--- src/rtl/seqdiv_pkg.sv ---
// rtl/seqdiv_pkg.sv - shared types, default widths and counter sizing for the sequential divider
package seqdiv_pkg;

  localparam int DW_DEF = 16;
  localparam int VW_DEF = 8;

  typedef enum logic [1:0] {
    IDLE = 2'd0,
    RUN  = 2'd1,
    DONE = 2'd2
  } state_e;

  function automatic int clog2(input int n);
    int r;
    r = 0;
    while ((1 << r) < n) r = r + 1;
    return (r < 1) ? 1 : r;
  endfunction

endpackage

--- src/rtl/seqdiv_step.sv ---
// rtl/seqdiv_step.sv - one combinational restoring-division step (shift, compare, conditional subtract)
module seqdiv_step #(
  parameter int DW = 16,
  parameter int VW = 8
) (
  input  logic [VW:0]   r,
  input  logic [DW-1:0] q,
  input  logic [VW-1:0] d,
  output logic [VW:0]   r_next,
  output logic [DW-1:0] q_next
);

  logic [VW:0] t;
  logic        ge;
  // r stays below d, so its top bit never carries information into the next step
  logic        unused_r_msb;

  assign unused_r_msb = r[VW];
  assign t      = {r[VW-1:0], q[DW-1]};
  assign ge     = (t >= {1'b0, d});
  assign r_next = ge ? (t - {1'b0, d}) : t;
  assign q_next = {q[DW-2:0], ge};

endmodule

--- src/rtl/seqdivider.sv ---
// rtl/seqdivider.sv - sequential restoring divider, one quotient bit per clock, load/out_valid handshake
module seqdivider
  import seqdiv_pkg::*;
#(
  parameter int DW = DW_DEF,
  parameter int VW = VW_DEF
) (
  input  logic          clk,
  input  logic          reset,
  input  logic [DW-1:0] i_dividend,
  input  logic [VW-1:0] i_divisor,
  input  logic          load,
  output logic          busy,
  output logic          out_valid,
  output logic [DW-1:0] out_quot,
  output logic [VW-1:0] out_rem,
  output logic          out_div_by_zero
);

  localparam int            CW   = clog2(DW);
  localparam logic [CW-1:0] LAST = CW'(DW - 1);

  state_e        state;
  logic [DW-1:0] q_reg;
  logic [VW-1:0] d_reg;
  logic [VW:0]   r_reg;
  logic [CW-1:0] cnt;
  logic          zero_pend;
  logic [VW:0]   r_next;
  logic [DW-1:0] q_next;

  seqdiv_step #(.DW(DW), .VW(VW)) u_step (
    .r      (r_reg),
    .q      (q_reg),
    .d      (d_reg),
    .r_next (r_next),
    .q_next (q_next)
  );

  assign busy = (state == RUN);

  always_ff @(posedge clk or negedge reset) begin
    if (!reset) begin
      state           <= IDLE;
      q_reg           <= '0;
      d_reg           <= '0;
      r_reg           <= '0;
      cnt             <= '0;
      zero_pend       <= 1'b0;
      out_valid       <= 1'b0;
      out_quot        <= '0;
      out_rem         <= '0;
      out_div_by_zero <= 1'b0;
    end else if (zero_pend) begin
      // zero divisor: the captured dividend's low bits become the remainder
      zero_pend       <= 1'b0;
      state           <= DONE;
      out_quot        <= '1;
      out_rem         <= q_reg[VW-1:0];
      out_div_by_zero <= 1'b1;
      out_valid       <= 1'b1;
    end else begin
      case (state)
        IDLE, DONE: begin
          if (load) begin
            q_reg           <= i_dividend;
            d_reg           <= i_divisor;
            r_reg           <= '0;
            cnt             <= '0;
            out_valid       <= 1'b0;
            out_div_by_zero <= 1'b0;
            if (i_divisor == '0) begin
              zero_pend <= 1'b1;
              state     <= IDLE;
            end else begin
              state <= RUN;
            end
          end
        end
        RUN: begin
          r_reg <= r_next;
          q_reg <= q_next;
          cnt   <= cnt + CW'(1);
          if (cnt == LAST) begin
            state     <= DONE;
            out_quot  <= q_next;
            out_rem   <= r_next[VW-1:0];
            out_valid <= 1'b1;
          end
        end
        default: state <= IDLE;
      endcase
    end
  end

endmodule

--- config.mk ---
export PLATFORM = sky130hd
export DESIGN_NAME = seqdivider
export DESIGN_NICKNAME = d
export VERILOG_FILES = /design/src/rtl/seqdiv_pkg.sv /design/src/rtl/seqdiv_step.sv /design/src/rtl/seqdivider.sv
export SDC_FILE = /design/constraint.sdc
export NUM_CORES = 1
export LEC_CHECK = 0
export ABC_CLOCK_PERIOD_IN_PS = 2800
export CORE_MARGIN = 2
export CORE_UTILIZATION = 50
export CTS_CLUSTER_SIZE = 16
export DETAILED_ROUTE_END_ITERATION = 10
export PLACE_DENSITY = 0.76
export SLEW_MARGIN = 5
export SYNTH_ARGS = -nofsm -noshare
export SYNTH_HDL_FRONTEND = slang
export SYNTH_SLANG_ARGS = --single-unit
--- constraint.sdc ---
create_clock -name clk -period 2.8 [get_ports clk]
set_clock_uncertainty 0.2 [all_clocks]
set_input_delay 0.56 -clock clk [delete_from_list [all_inputs] [get_ports clk]]
set_output_delay 0.56 -clock clk [all_outputs]
set_load 0.01 [all_outputs]
==> flow_summary.yaml <==
synth:
  postSynth.asyncResetShare_pct: 100
  yosys.area_share.xor_xnor_pct: 1.36
  synth_top_family_by_area: "simple AND/OR/NAND/NOR gates"
  synthMuxAreaShare_pct: 4.70
  synth_most_common_cell: "nand2_1"
  yosysTopAreaCell: "dfrtp_1"
  yosys.area.top_type_share_pct: 50.5
  synthSimpleGateAreaFrac_pct: 20.4
  yosysSeqAreaShare_pct: 50.5
  syn_area_sq_um: 3220
  synth_cells: 337
  synth_compound_area_share_pct: 15.2
  yosys_warnings: 0
  synthAdderAreaFrac_pct: 4.12
  syn_avg_cell_area_sq_um: 9.56
  synth-seq-cells: 65
  synth_common_cells: "nand2_1, dfrtp_1, o21ai_0"
  yosys-top-cells-area: "dfrtp_1, nand2_1, mux2i_1, nand3b_1, ha_1"
  synthFlopType: "dfrtp_1"
  synth_cell_types: 48
  syn-num-nets: 374
  synth-edff-count: 0
global_route:
  antenna_found_initial: 0
  grt_pass1_vias: 2635
  gr-usage-all-layers_pct: 22.2
  gr-total-overflow: 0
  grt_max_degree: 40
  grt_pass1_wl_um: 12600
floorplanning:
  design.core.area_sq_um: 6280
  die_w_um: 84.3
  ios: 54
  die_area_sq_um: 7100
  fp.dieH_um: 84.3
  fp-row-count: 29
  start_util_pct: 51.3
clocking:
  cts_setup_buffers: 0
  clk_pin_slew_ns: 0.08
  cts.htree.levels: 3
  cts_root_buffer: "clkbuf_8"
  clk-insertion-delay-late_ns: 0.34
  numCtsBuffers: 9
  clk_path_buf_depth: 2
  cts_tree: "done"
  cts-resized-gates: 0
  cts_sinks: 65
  cts_hold_buffers: 0
sta:
  hold_viol: 0
  slew_headroom_pct: 57.1
  rsz0062_at_grt: "no"
  slew_viol_final: 0
  finalSetupTns_ns: 0
  fin_hold_ws_ns: 0.0435
  setup_viol: 0
  period_share_pct: 89.3
  worstMarginPinSlew_ns: 0.644
  fmax_mhz: 400
  period_minus_slack_ns: 2.50
  timing.final.ws_setup_ns: 0.299
setup_path:
  arrival_ns: 2.50
  cp-start-kind: "flop"
  endpoint_kind: "flop"
  cp_max_fo: 13
  worstSetupPathType: "flop to flop"
  cp.required_ns: 2.80
worst_hold_path:
  min_path_type: "primary input to asynchronous set/reset pin"
drt:
  drt_pass1_iterations: 4
  antenna_left: 0
  drc: 0
  wl_per_cell_um: 15.4
  vias_per_cell: 5.43
  routed_wl_um: 7350
  vias: 2586
  drt_iter0_drc: 193
placement:
  hpwl_um: 5260
  gp_routability_congestion: 0.948
  io_buffers: 53
  dpl_worst_slack_ns: 0.335
  place_area_sq_um: 3860
final_layout:
  syn2layout_area_growth_pct: 26.0
  nFillCells: 517
  multi_input_area_sq_um: 1480
  layout-drive-gt1-share_pct: 9.27
  register_area_sq_um: 1630
  stdcell_area_sq_um: 4060
  nets: 431
  diodes: 0
power_and_ir_drop:
  finalPower_mw: 4.97
  vdd_drop_max_v: 0.000707
  p_leak_nw: 1.84
  powerDensity_nw_per_um2: 1230
flow_run:
  drv_cap: 0
status:
  status: "completed"
-- cells in the final DEF, fill, tap and decap left out, types with 3 or more instances in the layout --
cell type / n
nand2_1: 88
dfrtp_1: 65
clkdlybuf4s50_1: 52
o21ai_0: 22
nand3b_1: 16
mux2i_1: 14
nor2_1: 13
inv_1: 12
a21oi_1: 12
clkbuf_8: 10
ha_1: 9
buf_4: 9
a22oi_1: 7
nand2b_1: 5
a22o_1: 4
o21ai_1: 4
xor2_1: 4
a211o_1: 3
o221ai_1: 3
-- cell families after synthesis --
logic type,after synthesis
adders and majority gates,10
xor gates and xnor gates,5
muxes,15
and+or+nand+nor,141
DFF,65
AOI/OAI and AO/OA,72
buffers and inverters,29
-- worst paths after layout --
check	startpoint	end	slack, ns	cells after the start
worst min-delay path	reset	out_quot[7]	0.04	1
worst max register to register	r_reg[5]	out_rem[2]	0.30	7
worst max-delay path	r_reg[5]	out_rem[2]	0.30	7
max in group asynchronous	reset	out_quot[15]	1.73	2
worst min register to register	d_reg[0]	d_reg[0]	0.28	2
min in group clk	d_reg[0]	d_reg[0]	0.28	2
-- through the flow --
stage          std cells  utilization (%)
4_1_cts              476             64.7
5_1_grt              476             64.7
3_5_place_dp         460             61.4
6_report             476             64.7
3_3_place_gp         460             61.4
2_1_floorplan        337                -
-- critical path, stage by stage, from the launching register on --
cell and delay, ns:
dfrtp_1 0.41, ha_1 0.39, a21o_1 0.20, a22o_1 0.27
a211oi_4 0.21, buf_4 0.24, mux2i_1 0.29, o221ai_1 0.16
-- layer usage --
layer	vias up	routed length, um	track usage, %
met3	9	298	3.93
met5	-	0	0
met1	1251	3450	32.3
met2	51	3510	33.4
li1	1275	-	-
met4	0	87	8.50
-- cell type report --
cell class	count	share of cell area [%]
timing repair buffer	63	15.1
inverter	12	1.11
clock buffer	10	3.39
multi-input combinational	243	36.3
sequential	65	40.1
tap	77	2.37
clock inverter	6	1.63
-- power breakdown --
group | switching [mW] | leakage (nW) | internal, mW
sequential | 0.286 | 0.816 | 1.37
combinational | 1.32 | 0.921 | 1.18
clock | 0.375 | 0.107 | 0.438
total | 1.98 | 1.84 | 2.99
Power figures use the tool's default switching activity.
